`src/rtl/lc3b_types.sv`:
```
// Shared LC-3b memory-side types: line address, line data and line-offset width.
package lc3b_types;

   localparam int LINE_OFFSET_W = 4;

   typedef logic [15:0]  lc3b_pmem_addr;
   typedef logic [127:0] lc3b_pmem_line;

   function automatic logic same_line(input lc3b_pmem_addr a, input lc3b_pmem_addr b);
      return a[15:LINE_OFFSET_W] == b[15:LINE_OFFSET_W];
   endfunction

endpackage

```
`src/rtl/l2_wb_entry.sv`:
```
// Single write-buffer entry: holds one dirty line and reports a line-address match.
module l2_wb_entry
   import lc3b_types::*;
(
   input  logic         clk,
   input  logic         rst_n,
   input  logic         wr_en,
   input  logic         clr,
   input  logic [15:0]  wr_addr,
   input  logic [127:0] wr_data,
   input  logic [15:0]  cmp_addr,
   output logic [15:0]  addr,
   output logic [127:0] data,
   output logic         valid,
   output logic         match
);

   always_ff @(posedge clk or negedge rst_n) begin
      if (!rst_n) begin
         addr  <= '0;
         data  <= '0;
         valid <= 1'b0;
      end else if (wr_en) begin
         addr  <= wr_addr;
         data  <= wr_data;
         valid <= 1'b1;
      end else if (clr) begin
         valid <= 1'b0;
      end
   end

   // Offset bits are ignored: a hit is any address within the buffered line.
   assign match = valid && same_line(cmp_addr, addr);

endmodule

```
`src/rtl/l2_write_buffer.sv`:
```
// One-entry write buffer between L2 and main memory, with read forwarding,
// read bypass of the pending drain, write coalescing and background drain.
module l2_write_buffer
   import lc3b_types::*;
(
   input  logic         clk,
   input  logic         rst_n,
   input  logic         mem_read,
   input  logic         mem_write,
   input  logic [15:0]  mem_address,
   input  logic [127:0] mem_wdata,
   output logic         mem_resp,
   output logic [127:0] mem_rdata,
   output logic         pmem_read,
   output logic         pmem_write,
   output logic [15:0]  pmem_address,
   output logic [127:0] pmem_wdata,
   input  logic         pmem_resp,
   input  logic [127:0] pmem_rdata,
   output logic         buf_valid,
   output logic [15:0]  fwd_count
);

   typedef enum logic [1:0] {IDLE, RESP, READ_MEM, DRAIN} state_t;

   state_t        state;
   lc3b_pmem_addr buf_addr;
   lc3b_pmem_line buf_data;
   logic          match;
   logic          entry_wr;
   logic          entry_clr;

   // Reads win over writes; a write lands only on an empty buffer or its own line.
   assign entry_wr  = (state == IDLE) && !mem_read && mem_write && (!buf_valid || match);
   assign entry_clr = (state == DRAIN) && pmem_resp;

   l2_wb_entry u_entry (
      .clk      (clk),
      .rst_n    (rst_n),
      .wr_en    (entry_wr),
      .clr      (entry_clr),
      .wr_addr  (mem_address),
      .wr_data  (mem_wdata),
      .cmp_addr (mem_address),
      .addr     (buf_addr),
      .data     (buf_data),
      .valid    (buf_valid),
      .match    (match)
   );

   assign pmem_wdata = buf_data;

   always_ff @(posedge clk or negedge rst_n) begin
      if (!rst_n) begin
         state        <= IDLE;
         mem_resp     <= 1'b0;
         mem_rdata    <= '0;
         pmem_read    <= 1'b0;
         pmem_write   <= 1'b0;
         pmem_address <= '0;
         fwd_count    <= '0;
      end else begin
         mem_resp <= 1'b0;
         case (state)
            IDLE: begin
               if (mem_read) begin
                  if (match) begin
                     mem_rdata <= buf_data;
                     fwd_count <= fwd_count + 16'd1;
                     mem_resp  <= 1'b1;
                     state     <= RESP;
                  end else begin
                     pmem_read    <= 1'b1;
                     pmem_address <= mem_address;
                     state        <= READ_MEM;
                  end
               end else if (mem_write) begin
                  if (!buf_valid || match) begin
                     mem_resp <= 1'b1;
                     state    <= RESP;
                  end else begin
                     pmem_write   <= 1'b1;
                     pmem_address <= buf_addr;
                     state        <= DRAIN;
                  end
               end else if (buf_valid) begin
                  pmem_write   <= 1'b1;
                  pmem_address <= buf_addr;
                  state        <= DRAIN;
               end
            end
            READ_MEM: begin
               if (pmem_resp) begin
                  pmem_read <= 1'b0;
                  mem_rdata <= pmem_rdata;
                  mem_resp  <= 1'b1;
                  state     <= RESP;
               end
            end
            DRAIN: begin
               if (pmem_resp) begin
                  pmem_write <= 1'b0;
                  state      <= IDLE;
               end
            end
            RESP: begin
               state <= IDLE;
            end
            default: state <= IDLE;
         endcase
      end
   end

endmodule
```
`config.mk`:
```
export PLATFORM = sky130hd
export DESIGN_NAME = l2_write_buffer
export DESIGN_NICKNAME = d
export VERILOG_FILES = /design/src/rtl/lc3b_types.sv /design/src/rtl/l2_wb_entry.sv /design/src/rtl/l2_write_buffer.sv
export SDC_FILE = /design/constraint.sdc
export NUM_CORES = 1
export LEC_CHECK = 0
export CORE_AREA = 4 4 218 220
export CTS_BUF_LIST = sky130_fd_sc_hd__clkbuf_8
export CTS_CLUSTER_DIAMETER = 200
export DETAILED_ROUTE_END_ITERATION = 10
export DIE_AREA = 0 0 222 224
export DONT_BUFFER_PORTS = 1
export PLACE_DENSITY = 0.45
export SYNTH_ARGS = -nofsm -noshare
export SYNTH_HDL_FRONTEND = slang
export SYNTH_SLANG_ARGS = --single-unit
```
`constraint.sdc`:
```
create_clock -name clk -period 2.3 [get_ports clk]
set_clock_uncertainty 0.05 [all_clocks]
set_input_delay 0.23 -clock clk [delete_from_list [all_inputs] [get_ports clk]]
set_output_delay 0.23 -clock clk [all_outputs]
set_load 0.1 [all_outputs]
```
==> results of run 1 <==
## layout make-up
| class | instances | area, um2 | share of cell area (%) |
|---|---|---|---|
| multi-input cells | 523 | 6140 | 29.1 |
| clock inverters | 31 | 176 | 0.835 |
| flip-flops and latches | 310 | 7760 | 36.7 |
| clock buffers | 65 | 895 | 4.24 |
| well taps | 600 | 751 | 3.55 |
| inverters | 6 | 22.5 | 0.107 |
| repair buffers | 530 | 5370 | 25.4 |
| diodes | 1 | 2.50 | 0.0118 |
## worst reg2reg max path: stages (launching register included)
cell	delay [ns]
dfrtp_1	0.40
xor2_1	0.22
nor4_2	0.07
buf_4	0.15
buf_6	0.11
and3_4	0.15
o211ai_4	0.22
buf_6	0.17
buf_12	0.17
clkbuf_16	0.20
mux2_2	0.33
## cells by family after synthesis
kind of cell / share of synthesized area (%)
fa+ha+maj: 0.0909
xor+xnor: 1.78
compound gates: 0.672
flops: 56.3
simple gates: 1.88
buf+inv: 2.49
mux: 36.7
## routing by layer
layer | part of all wire, % | wire length [um] | up-vias
met5 | 0 | 0 | -
met4 | 2.9 | 1420 | 0
met3 | 8.1 | 3890 | 84
met2 | 50 | 24000 | 406
met1 | 39 | 19000 | 4888
li1 | - | - | 4280
## worst max path at each step
stage,from,to
CTS,u_entry.addr[5],mem_rdata[70]
finish,u_entry.addr[9],u_entry.data[72]
detailed placement,u_entry.addr[8],mem_rdata[97]
floorplan,u_entry.valid,pmem_address[10]
global placement,u_entry.addr[8],mem_rdata[100]
global route,u_entry.addr[8],mem_rdata[54]
## placed cells by master, fill, tap and decap left out, types with 2 or more instances in the layout
cell type      netlist  routed
dlygate4sd3_1        0     279
dfrtp_1            310     310
nor4_2               3       3
inv_1                6      31
bufinv_16            0       2
clkbuf_16            0      16
nand4_1              4       4
nor4_1               4       3
buf_8                0      13
buf_6                8       9
xnor2_1              6       6
clkbuf_8             0      65
mux2_2             375     269
mux2_4              49     155
a21oi_1              3       3
xor2_1              22      21
buf_12               0      16
nand2_1              9       9
o21ai_0              3       3
nor3_1               7       7
buf_16               0       4
clkinv_2             0       3
mux2_1               9       9
buf_4               13     192
nand3_1              9       8
nor2_1               8       8
## flip-flops by register name (all words and copies together), names as in the netlist
signal	count
mem_rdata	128
state	2
u_entry.valid	1
pmem_address	16
mem_resp	1
pmem_write	1
fwd_count	16
pmem_read	1
u_entry.addr	16
u_entry.data	128
## metrics by stage
stage / instances / hold WS (ns) / TNS (ns) / utilization (%) / setup WS, ns
after global placement: 1650 / -0.107 / -0.121 / 35.4 / -0.00593
final: 2066 / -0.747 / -2.84 / 46.6 / -0.0690
after floorplan: 891 / -0.116 / 0 / - / 0.00603
after CTS: 2030 / -0.825 / -0.607 / 44.1 / -0.0231
after global routing: 2066 / -0.817 / -14.12 / 46.6 / -0.118
after detailed placement: 1650 / -0.108 / -2.58 / 35.4 / -0.0364
## repair_timing
action / CTS / global route
pin swaps: 6 / 13
gates resized for setup: 6 / 146
hold endpoints to repair: 607 / 310
buffers inserted: 3 / 15
endpoints found under the setup margin: 189 / 279
gates cloned: 1 / 20
==> impl_metrics.csv, run 1 <==
group,metric,value,unit
outcome,outcome,"finished with violations",
outcome,violations,"hold timing, setup timing",
sta,fin_crit,2.37,ns
floorplan,die_h,224,um
critical_path,critPathMaxFanout,8,
yosys,syn_area_per_cell,15.5,um2
yosys,ys_top_cells_by_count,"375 x mux2_2, 310 x dfrtp_1, 49 x mux2_4",
yosys,synthTopCellsByArea,"dfrtp_1 56%, mux2_2 31%, mux2_4 5.3%",
clock_network,clk_pin_slew,0.06,ns
yosys,postSynth.asyncResetShare,100,%
yosys,ys.flop_type,"dfrtp_1",
finish,area_delta_synth_final,53.4,%
clock_network,htreeDepth,2,
critical_path,crit_chain,"xor2_1 > nor4_2 > buf_4 > buf_6 > and3_4 > o211ai_4 > buf_6 > buf_12 > clkbuf_16 > mux2_2",
grt,antenna_found_initial,1,
clock_network,hold_buffers,280,
grt,grt_max_degree,311,
floorplan,start_util,30.4,%
routing,drcViolationCount,0,
flow_run,maxCapViolCount,0,
finish,nets,1706,
critical_path,cpMostUsedCell,"buf_6",
grt,grt_overflow,0,
clock_network,clk_path_buf_depth,3,
routing,vias,9658,
critical_path,worstReg2RegStart,"u_entry.addr[9]",
sta,fin_ws,-0.0690,ns
floorplan,core-area,45300,um2
floorplan,ios,569,
critical_path,rr_endpoint,"u_entry.data[72]",
grt,top_usage_layer,"met2",
yosys,synth-seq-cells,310,
clock_network,cts.sinks,310,
hold_path,min_path_type,"primary input to async pin",
routing,drtAntennaViolNets,0,
grt,grt_pass1_vias,10397,
yosys,synth_area,13800,um2
routing,drtIter0Drc,365,
critical_path,endpoint_kind,"flip-flop",
clock_network,cts_inserted_buffers,57,
yosys,synth_fp_nets,1169,
grt,grt_pass1_wl,66400,um
place,port_buffers,0,
yosys,yosysTopAreaCell,"dfrtp_1",
critical_path,start_kind,"flip-flop",
critical_path,crit_type,"flip-flop to flip-flop",
critical_path,cp_slowest_cell,"dfrtp_1",
grt,grt_use_met3,6.21,%
sta,grt_setup_unrepaired,"true",
critical_path,cp.buffers_inverters,5,
sta,tightest_slew,0.982,ns
place,gp_congestion,0.807,
yosys,synth-edff-count,0,
clock_network,worstSkewPairLatency,0.62,ns
floorplan,rows,78,
critical_path,critPathRequiredTime,2.73,ns
grt,use_met2,29.2,%
floorplan,design.die.area,49700,um2
sta,max_freq,0.422,GHz
critical_path,cp.depth,10,
critical_path,crit_arrival,2.80,ns
clock_network,cts_tree,"done",
yosys,yosys_warnings,0,
grt,grt_util_met1,20.0,%
place,dpl-instance-area,16000,um2
routing,viasPerCell,4.67,
yosys,yosys.area.top_type_share,56.3,%
yosys,synth.yosys.seq_area_share,56.3,%
floorplan,die_w,222,um
finish,finish.instance_area,21100,um2
critical_path,path_delay_family,"buffers and inverters",
critical_path,slowest_delay,0.40,ns
yosys,ys_types,33,
sta,slew_headroom,34.5,%
sta,setup_viol,110,
yosys,synth_most_common_cell,"mux2_2",
routing,drt_pass1_iterations,4,
routing,wire_per_inst,23.3,um
sta,finalCritPeriodShare,103,%
finish,fill_cells,4014,
yosys,synthCells,891,
sta,whs,-0.747,ns
critical_path,r2r_setup_slack,-0.07,ns
sta,final_max_slew_viol_count,0,
sta,final_hold_viol_count,310,
finish,drive_gt1_share,51.7,%
routing,wl,48200,um
grt,grtUsageTotal,17.1,%
critical_path,rr_worst_depth,10,
place,post-dp-hpwl,30300,um
clock_network,cts_root_buffer,"clkbuf_8",
Power of run 1 is left out: the tool's default activity adds up to more than one toggle a clock period on the data nets, which glitch-free logic cannot reach.
==> inputs of run 2 (changes only) <==
- CORE_AREA: 4 4 218 220 -> 4 4 221 223
- DIE_AREA: 0 0 222 224 -> 0 0 225 227
- DONT_BUFFER_PORTS: 1 -> not set
- PLACE_DENSITY: 0.45 -> 0.61
==> impl_metrics.csv, run 2 (synthesized netlist as in run 1, its figures left out) <==
group,metric,value,unit
outcome,outcome,"finished with violations",
outcome,violations,"setup timing",
sta,max_freq,0.424,GHz
sta,setup_viol,129,
clock_network,cts_inserted_buffers,56,
sta,finalCritPeriodShare,103,%
critical_path,path_delay_family,"buffers and inverters",
flow_run,maxCapViolCount,0,
routing,drtAntennaViolNets,0,
clock_network,clk_pin_slew,0.06,ns
sta,slew_headroom,66.6,%
clock_network,cts_root_buffer,"clkbuf_8",
floorplan,design.die.area,51100,um2
grt,antenna_found_initial,4,
critical_path,crit_type,"flip-flop to flip-flop",
floorplan,rows,79,
sta,final_hold_viol_count,0,
critical_path,cp.buffers_inverters,4,
grt,grt_overflow,0,
critical_path,crit_arrival,2.80,ns
floorplan,die_w,225,um
critical_path,cpMostUsedCell,"buf_4",
critical_path,crit_chain,"xor2_1 > nor4_2 > buf_4 > buf_4 > and3_1 > o211ai_4 > buf_12 > buf_16 > mux2_2",
finish,layout.cells.most_common_list,"373 x mux2_2, 337 x buf_4, 310 x dfrtp_1, 275 x clkdlybuf4s50_1, 71 x clkbuf_8",
sta,tightest_slew,0.497,ns
grt,grtUsageTotal,17.2,%
sta,fin_crit,2.36,ns
finish,fill_cells,4290,
clock_network,cts_tree,"done",
sta,fin_setup_tns,-3.43,ns
sta,fin_ws,-0.0604,ns
place,gp_congestion,0.796,
finish,nets,1816,
routing,drcViolationCount,0,
routing,drtIter0Drc,273,
finish,area_delta_synth_final,54.0,%
floorplan,core-area,46600,um2
grt,top_usage_layer,"met2",
clock_network,htreeDepth,2,
critical_path,critPathMaxFanout,24,
grt,grt_util_met1,20.4,%
clock_network,cts.sinks,310,
grt,grt_use_met3,6.56,%
hold_path,min_path_type,"primary input to async pin",
sta,final_max_slew_viol_count,0,
grt,grt_pass1_wl,67600,um
grt,grt_pass1_vias,10809,
finish,multi_input_area,5720,um2
routing,viasPerCell,4.56,
critical_path,endpoint_kind,"flip-flop",
sta,grt_setup_unrepaired,"true",
floorplan,ios,569,
routing,wire_per_inst,21.2,um
routing,drt_pass1_iterations,4,
grt,grt_max_degree,66,
clock_network,clk_path_buf_depth,3,
critical_path,critPathRequiredTime,2.74,ns
clock_network,worstSkewPairLatency,0.61,ns
grt,use_met2,29.6,%
critical_path,start_kind,"flip-flop",
finish,drive_gt1_share,55.8,%
finish,top_regs,"mem_rdata (128), u_entry.data (128)",
finish,final-seq-area,7760,um2
floorplan,die_h,227,um
critical_path,slowest_delay,0.39,ns
routing,wl,46200,um
critical_path,cp_slowest_cell,"dfrtp_1",
place,post-dp-hpwl,35400,um
floorplan,start_util,29.6,%
routing,vias,9922,
finish,mostFrequentLayoutCell,"mux2_2",
place,port_buffers,568,
run 2: metal layers:
| layer | part of all wire [%] | wire [um] |
|---|---|---|
| met5 | 0.028 | 13 |
| met4 | 2.0 | 941 |
| met1 | 39 | 17800 |
| met3 | 9.6 | 4450 |
| met2 | 50 | 23000 |
run 2: per-stage QoR:
step                      instances  setup WS [ns]  hold WS [ns]  util [%]  area (um2)
after global placement         2079         -0.330         0.118      42.8       19900
after detailed placement       2079         -0.341         0.117      42.8       19900
after floorplan                 891        0.00603        -0.116         -       13800
final                          2178        -0.0604        0.0810      45.5       21200
after global routing           2177         -0.140        0.0575      45.5       21200
after CTS                      2173        -0.0592        0.0264      45.4       21100
run 2: area by class of cell:
class / instances / area share, %
well taps: 607 / 3.58
diodes: 2 / 0.0236
inverters: 6 / 0.106
flip-flops and latches: 310 / 36.6
repair buffers: 641 / 27.5
multi-input cells: 523 / 27.0
clock buffers: 71 / 4.61
clock inverters: 18 / 0.590
run 2: final timing paths:
| check | slack (ns) | start | to | depth (start not counted) |
|---|---|---|---|---|
| min in group clk | 0.18 | mem_wdata[7] | u_entry.data[7] | 2 |
| max in group asynchronous | 1.36 | rst_n | mem_rdata[116] | 3 |
| worst max-delay path | -0.06 | u_entry.addr[10] | u_entry.data[31] | 9 |
| worst max register to register | -0.06 | u_entry.addr[10] | u_entry.data[31] | 9 |
| worst min-delay path | 0.08 | rst_n | u_entry.data[111] | 2 |
| worst min register to register | 0.42 | fwd_count[15] | fwd_count[15] | 1 |
run 2: timing repair:
action	CTS	global route
gates resized for setup	6	8
endpoints found under the setup margin	274	283
cloned	1	0
hold endpoints to repair	310	0
hold buffers	1	0
setup buffers	3	3
pin swaps	2	6
Power of run 2 is left out for the same reason.
